### src/rtl/generic_ccg_pkg.sv
// Shared types and constants for the multi-channel clock-gate controller.
// Used by the channel controller and the top level.
package generic_ccg_pkg;

   typedef enum logic [1:0] {
      CCG_ON   = 2'd0,
      CCG_HYST = 2'd1,
      CCG_OFF  = 2'd2
   } ccg_state_e;

   localparam int unsigned CCG_MAX_CNT_W = 64;

   // Saturation value of a w-bit counter, clamped to 64 bits.
   function automatic logic [CCG_MAX_CNT_W-1:0] ccg_sat_val(input int unsigned w);
      logic [CCG_MAX_CNT_W-1:0] v;
      if (w >= CCG_MAX_CNT_W) v = '1;
      else                    v = (64'd1 << w) - 64'd1;
      return v;
   endfunction

endpackage

### src/rtl/generic_ccg_ctrl_if.sv
// Control/status bundle between block enable logic and the clock-gate controller.
// master = requester side, slave = controller side.
interface generic_ccg_ctrl_if
   import generic_ccg_pkg::*;
#(
   parameter int unsigned NUM_CH = 4,
   parameter int unsigned HYST_W = 4,
   parameter int unsigned CNT_W  = 16
);
   logic [NUM_CH-1:0]       en;
   logic                    force_en;
   logic                    te;
   logic [HYST_W-1:0]       hyst_cyc;
   logic [NUM_CH-1:0]       wake_req;
   logic [NUM_CH-1:0]       wake_ack;
   logic [NUM_CH-1:0]       out_clk;
   logic [NUM_CH-1:0]       ch_on;
   logic                    cnt_clr;
   logic [NUM_CH*CNT_W-1:0] gated_cnt;

   modport master (
      output en, force_en, te, hyst_cyc, wake_req, cnt_clr,
      input  wake_ack, out_clk, ch_on, gated_cnt
   );

   modport slave (
      input  en, force_en, te, hyst_cyc, wake_req, cnt_clr,
      output wake_ack, out_clk, ch_on, gated_cnt
   );
endinterface

### src/rtl/generic_ccg_ctrl_chan.sv
// One gated channel: ON/HYST/OFF FSM, hysteresis countdown, wake_ack and gated-cycle counter.
// ch_on and wake_ack are registered (1 cycle); requests are levels, no backpressure.
module ccg_chan_ctrl
   import generic_ccg_pkg::*;
#(
   parameter int unsigned HYST_W   = 4,
   parameter int unsigned CNT_W    = 16,
   parameter bit          RESET_ON = 1'b1
)(
   input  logic              clk,
   input  logic              rst,
   input  logic              i_en,
   input  logic              i_force_en,
   input  logic              i_wake_req,
   input  logic [HYST_W-1:0] i_hyst_cyc,
   input  logic              i_cnt_clr,
   output logic              o_ch_on,
   output logic              o_wake_ack,
   output logic [CNT_W-1:0]  o_gated_cnt
);
   localparam ccg_state_e       RST_STATE = RESET_ON ? CCG_ON : CCG_OFF;
   localparam logic [CNT_W-1:0] CNT_SAT   = CNT_W'(ccg_sat_val(CNT_W));

   ccg_state_e        r_state, w_state_nxt;
   logic [HYST_W-1:0] r_hcnt, w_hcnt_nxt;
   logic              r_ch_on;
   logic              r_wake_ack;
   logic [CNT_W-1:0]  r_gcnt;
   logic              w_req;

   assign w_req = i_en | i_force_en | i_wake_req;

   always_ff @(posedge clk or posedge rst) begin
      if (rst) begin
         r_state    <= RST_STATE;
         r_hcnt     <= '0;
         r_ch_on    <= RESET_ON;
         r_wake_ack <= 1'b0;
      end else begin
         r_state    <= w_state_nxt;
         r_hcnt     <= w_hcnt_nxt;
         r_ch_on    <= (w_state_nxt != CCG_OFF);
         r_wake_ack <= i_wake_req & r_ch_on;
      end
   end

   // A request always wins, including on the final hysteresis cycle.
   always_comb begin
      w_state_nxt = r_state;
      w_hcnt_nxt  = r_hcnt;
      case (r_state)
         CCG_ON: begin
            if (!w_req) begin
               if (i_hyst_cyc == '0) begin
                  w_state_nxt = CCG_OFF;
               end else begin
                  w_state_nxt = CCG_HYST;
                  w_hcnt_nxt  = i_hyst_cyc;
               end
            end
         end
         CCG_HYST: begin
            if (w_req) begin
               w_state_nxt = CCG_ON;
               w_hcnt_nxt  = '0;
            end else if (r_hcnt <= HYST_W'(1)) begin
               w_state_nxt = CCG_OFF;
               w_hcnt_nxt  = '0;
            end else begin
               w_hcnt_nxt  = r_hcnt - HYST_W'(1);
            end
         end
         CCG_OFF: begin
            if (w_req) w_state_nxt = CCG_ON;
         end
         default: begin
            w_state_nxt = RST_STATE;
            w_hcnt_nxt  = '0;
         end
      endcase
   end

   always_ff @(posedge clk or posedge rst) begin
      if (rst) begin
         r_gcnt <= '0;
      end else if (i_cnt_clr) begin
         r_gcnt <= '0;
      end else if (!r_ch_on && (r_gcnt != CNT_SAT)) begin
         r_gcnt <= r_gcnt + CNT_W'(1);
      end
   end

   assign o_ch_on     = r_ch_on;
   assign o_wake_ack  = r_wake_ack;
   assign o_gated_cnt = r_gcnt;
endmodule

### src/rtl/generic_clkgate.sv
// Leaf clock gate: latch enable while clk is low, AND with clk; te overrides en.
// Zero-cycle; enable changes take effect at the next rising edge of clk.
module generic_clkgate (
   input  logic clk,
   input  logic en,
   input  logic te,
   output logic clk_out
);
   logic r_en_lat;

   always_latch begin
      if (!clk) r_en_lat = en | te;
   end

   assign clk_out = clk & r_en_lat;
endmodule

### src/rtl/generic_ccg_ctrl.sv
// Multi-channel clock-gate controller: one FSM + leaf gate per channel.
// ch_on/wake_ack registered (1 cycle); level requests, no backpressure.
module generic_ccg_ctrl
   import generic_ccg_pkg::*;
#(
   parameter int unsigned NUM_CH   = 4,
   parameter int unsigned HYST_W   = 4,
   parameter int unsigned CNT_W    = 16,
   parameter bit          RESET_ON = 1'b1
)(
   input logic              clk,
   input logic              rst,
   generic_ccg_ctrl_if.slave bus
);
   logic [NUM_CH-1:0]       w_ch_on;
   logic [NUM_CH-1:0]       w_wake_ack;
   logic [NUM_CH-1:0]       w_out_clk;
   logic [CNT_W-1:0]        w_gcnt [NUM_CH];
   logic [NUM_CH*CNT_W-1:0] w_gcnt_flat;

   for (genvar g = 0; g < NUM_CH; g++) begin : g_ch
      ccg_chan_ctrl #(
         .HYST_W   (HYST_W),
         .CNT_W    (CNT_W),
         .RESET_ON (RESET_ON)
      ) u_chan (
         .clk         (clk),
         .rst         (rst),
         .i_en        (bus.en[g]),
         .i_force_en  (bus.force_en),
         .i_wake_req  (bus.wake_req[g]),
         .i_hyst_cyc  (bus.hyst_cyc),
         .i_cnt_clr   (bus.cnt_clr),
         .o_ch_on     (w_ch_on[g]),
         .o_wake_ack  (w_wake_ack[g]),
         .o_gated_cnt (w_gcnt[g])
      );

      generic_clkgate u_cg (
         .clk     (clk),
         .en      (w_ch_on[g]),
         .te      (bus.te),
         .clk_out (w_out_clk[g])
      );
   end

   always_comb begin
      w_gcnt_flat = '0;
      for (int i = 0; i < NUM_CH; i++) begin
         w_gcnt_flat[i*CNT_W +: CNT_W] = w_gcnt[i];
      end
   end

   assign bus.ch_on     = w_ch_on;
   assign bus.wake_ack  = w_wake_ack;
   assign bus.out_clk   = w_out_clk;
   assign bus.gated_cnt = w_gcnt_flat;
endmodule

### src/flat_wrapper.sv
// flat-port wrapper written by rule: the top's interface ports become plain ports
module generic_ccg_ctrl_flat import generic_ccg_pkg::*;
#(
   parameter int unsigned NUM_CH   = 4,
   parameter int unsigned HYST_W   = 4,
   parameter int unsigned CNT_W    = 16,
   parameter bit          RESET_ON = 1'b1
)
  (clk, rst, bus_en, bus_force_en, bus_te, bus_hyst_cyc, bus_wake_req, bus_cnt_clr, bus_wake_ack, bus_out_clk, bus_ch_on, bus_gated_cnt);
  generic_ccg_ctrl_if #(.NUM_CH(NUM_CH), .HYST_W(HYST_W), .CNT_W(CNT_W)) bus_i ();
  input logic clk;
  input logic rst;
  input wire logic [$bits(bus_i.en)-1:0] bus_en;
  input wire logic [$bits(bus_i.force_en)-1:0] bus_force_en;
  input wire logic [$bits(bus_i.te)-1:0] bus_te;
  input wire logic [$bits(bus_i.hyst_cyc)-1:0] bus_hyst_cyc;
  input wire logic [$bits(bus_i.wake_req)-1:0] bus_wake_req;
  input wire logic [$bits(bus_i.cnt_clr)-1:0] bus_cnt_clr;
  output wire logic [$bits(bus_i.wake_ack)-1:0] bus_wake_ack;
  output wire logic [$bits(bus_i.out_clk)-1:0] bus_out_clk;
  output wire logic [$bits(bus_i.ch_on)-1:0] bus_ch_on;
  output wire logic [$bits(bus_i.gated_cnt)-1:0] bus_gated_cnt;
  assign bus_i.en = bus_en;
  assign bus_i.force_en = bus_force_en;
  assign bus_i.te = bus_te;
  assign bus_i.hyst_cyc = bus_hyst_cyc;
  assign bus_i.wake_req = bus_wake_req;
  assign bus_i.cnt_clr = bus_cnt_clr;
  assign bus_wake_ack = bus_i.wake_ack;
  assign bus_out_clk = bus_i.out_clk;
  assign bus_ch_on = bus_i.ch_on;
  assign bus_gated_cnt = bus_i.gated_cnt;
  generic_ccg_ctrl #(.NUM_CH(NUM_CH), .HYST_W(HYST_W), .CNT_W(CNT_W), .RESET_ON(RESET_ON)) u_core (.clk(clk), .rst(rst), .bus(bus_i));
endmodule
### config.mk
export PLATFORM = sky130hd
export DESIGN_NAME = generic_ccg_ctrl_flat
export DESIGN_NICKNAME = d
export VERILOG_FILES = /design/src/rtl/generic_ccg_pkg.sv /design/src/rtl/generic_ccg_ctrl_if.sv /design/src/rtl/generic_ccg_ctrl_chan.sv /design/src/rtl/generic_clkgate.sv /design/src/rtl/generic_ccg_ctrl.sv /design/src/flat_wrapper.sv
export SDC_FILE = /design/constraint.sdc
export NUM_CORES = 1
export LEC_CHECK = 0
export ABC_AREA = 1
export CORE_MARGIN = 5
export CORE_UTILIZATION = 59
export DETAILED_ROUTE_END_ITERATION = 10
export PLACE_DENSITY = 0.85
export SYNTH_ARGS = -nofsm -noshare
export SYNTH_HDL_FRONTEND = slang
export SYNTH_SLANG_ARGS = --single-unit
### constraint.sdc
create_clock -name clk -period 5.3 [get_ports clk]
set_clock_uncertainty 0.1 [all_clocks]
set_input_delay 0.53 -clock clk [delete_from_list [all_inputs] [get_ports clk]]
set_output_delay 0.53 -clock clk [all_outputs]
set_load 0.01 [all_outputs]
==> results.md <==
* Core area at 0.00986 mm²
* Largest net degree at the start of global routing at 50
* # fillers at 731
* Critical path's slowest cell: clkdlybuf4s50_1
* Synthesis Warnings at 0
* Worst EP arrival at 4230 ps
* GRT Residual Overflow at 0
* FF+latch count, synth at 100
* Nets at 961
* DR pass1 iterations at 5
* Util after Layout at 73.0%
* Slowest stage delay, CP at 530 ps
* I/O pin cnt at 93
* Die area at 0.0123 mm²
* Diodes inserted at 0
* Post-synthesis cell area at 0.00601 mm²
* FP Rows at 36
* Share of cells above drive strength 1 at 6.72%
* Global Route Usage Sum at 25.2%
* Crit Path Category: latch to output pin
* Max_slew headroom at 42.5%
* Post-CTS Hold Buffers at 0
* Setup TNS at 0 ps
* Required @ worst endpoint at 4670 ps
* DR DRC count at 0
* Crit end category: output pin
* RSZ-0062 raised after global routing: false
* Chip height at 111 µm
* Outcome: completed
* Setup violators final at 0
* Mean Syn Cell Area at 7.07 µm²
* Starting Density at 60.9%
* Commonest non-fill, non-tap cell in the layout: nand2_1
* First-pass GRT wire length at 26,000 µm
* Clock transition at path regs at 80 ps
* Actual slew at the worst max-slew pin at 862 ps
* Crit path max fanout at 1
* Antenna-violating nets left at 0
* CTS tree: yes
* Hold Path Stages at 2
* Final Routed Wirelength at 15,500 µm
* Worst hold slack at 396 ps
* P per Cell Area at 246 mW/mm²
* Pins Over Slew Limit at 0
* Startpoint types: latch
* Class of the worst hold path: flop to flop
* Skew-Pair Late Insertion Delay at 480 ps
* Layout area overhead at 19.7%
* Worst IR Drop VDD at 0.178 mV
* PostCTS Resize Cnt at 0
* Unique masters post-synth at 29
* Crit path cell chain: nand2_1 -> inv_1 -> clkdlybuf4s50_1
* I/O Buffers at 92
* Final GP Congestion at 0.884
* Commonest cells after routing, fill and taps aside: 305 x nand2_1, 98 x nor2_1, 92 x clkdlybuf4s50_1, 92 x dfrtp_1, 86 x inv_1
* Mapped Nets at 879
* Postcts setup bufs at 0
* Detail Placement HPWL at 11,300 µm
* Max_cap viols at 0
* Initial antenna violation count at 0
* Leak Pwr at 0.00352 µW
* Die width at 111 µm
* DRT iter0 DRCs at 424
* Mapped Cells at 850
* DR WL/cell at 14.4 µm
* Via count at 5,970
* Vias in the first global route at 5,873
* Reg2Reg Depth at 2
* Hold Violations, Final at 0
* Vias per Instance at 5.57
==> layout make-up <==
type	instances	area, µm²	share of cell area (%)
inverters	87	328	4.55
well taps	133	166	2.31
multi-input cells	632	3020	41.9
clock inverters	9	92.6	1.29
repair buffers	90	896	12.4
clock buffers	20	230	3.20
flip-flops and latches	100	2470	34.3
==> sequential cells by signal, indices dropped and copies added (netlist names) <==
register / cells
u_core.g_ch.u_chan.o_wake_ack: 4
u_core.g_ch.u_chan.r_state: 8
u_core.g_ch.u_chan.o_gated_cnt: 64
u_core.g_ch.u_cg.r_en_lat: 4
u_core.g_ch.u_chan.r_hcnt: 16
u_core.g_ch.u_chan.o_ch_on: 4
==> cells by family (layout without fill, tap and decap cells) <==
family,after synthesis,count (layout),share of synthesized area (%)
AOI/OAI and AO/OA,51,51,4.79
xor gates and xnor gates,20,20,2.91
adders and majority gates,12,12,2.50
buffers and inverters,118,206,8.76
DFF,96,96,40.0
latches,4,4,0.999
and+or+nand+nor,549,549,40.0
==> Yosys cell counts <==
master	n	area [µm²]
a21oi_1	6	30.0
buf_1	5	18.8
buf_2	4	20.0
buf_4	13	97.6
buf_6	4	45.0
clkbuf_1	1	3.75
dfrtp_1	92	2300
dfstp_2	4	105
dlxtn_1	4	60.1
ha_1	12	150
inv_1	87	327
inv_2	4	15.0
nand2_1	305	1140
nand2_2	5	31.3
nand3_1	46	230
nand3_2	1	10.0
nand3b_1	2	15.0
nand4_1	59	369
nor2_1	98	368
nor2_2	10	62.6
nor2_4	7	78.8
nor3_1	5	25.0
o21ai_0	27	135
o21ai_1	1	5.00
o21bai_1	9	67.6
o22ai_1	8	50.1
or2_2	11	68.8
xnor2_1	2	17.5
xor2_1	18	158
==> metal layers <==
layer	share of wire, %	track usage, %	wire (µm)	vias up
met3	7.9	7.10	1230	30
met4	1.5	9.85	235	0
met5	0	0	0	-
li1	-	-	-	2864
met1	40	29.8	6180	2810
met2	51	43.4	7830	266
==> worst max-delay path: cells and delay by family (launching register included) <==
family | cells | cell delay [ps]
latches | 1 | 400
simple gates | 1 | 110
buf+inv | 2 | 600
==> final timing paths <==
check | slack (ps) | endpoint | from
setup / recovery | 440 | bus_out_clk[1] | u_core.g_ch[1].u_cg.r_en_lat$_DLATCH_N_
hold / removal | 400 | u_core.g_ch[2].u_chan.r_hcnt[1]$_DFFE_PP0P_ | u_core.g_ch[2].u_chan.r_hcnt[1]$_DFFE_PP0P_
setup reg to reg | 1780 | u_core.g_ch[2].u_cg.r_en_lat$_DLATCH_N_ | u_core.g_ch[2].u_chan.o_ch_on$_DFF_PP1_
hold reg to reg | 400 | u_core.g_ch[2].u_chan.r_hcnt[1]$_DFFE_PP0P_ | u_core.g_ch[2].u_chan.r_hcnt[1]$_DFFE_PP0P_
max in group asynchronous | 3570 | u_core.g_ch[3].u_chan.r_hcnt[2]$_DFFE_PP0P_ | rst
min in group asynchronous | 410 | u_core.g_ch[2].u_chan.r_state[0]$_DFF_PP0_ | rst
==> where the power goes <==
group,switching (µW),internal [µW]
clock,348,393
sequential,30.8,787
combinational,133,76.5
==> per-stage QoR <==
stage               power (µW)  worst slack [ps]  instance area (µm²)  cells
global placement          1120              1060                 6930   1050
finish                    1770               441                 7200   1071
global route              1860               358                 7200   1071
CTS                       1790               395                 7200   1071
detailed placement        1140              1040                 6930   1050
floorplan                 1060              1470                 6010    850
(Power assumes the default switching activity.)
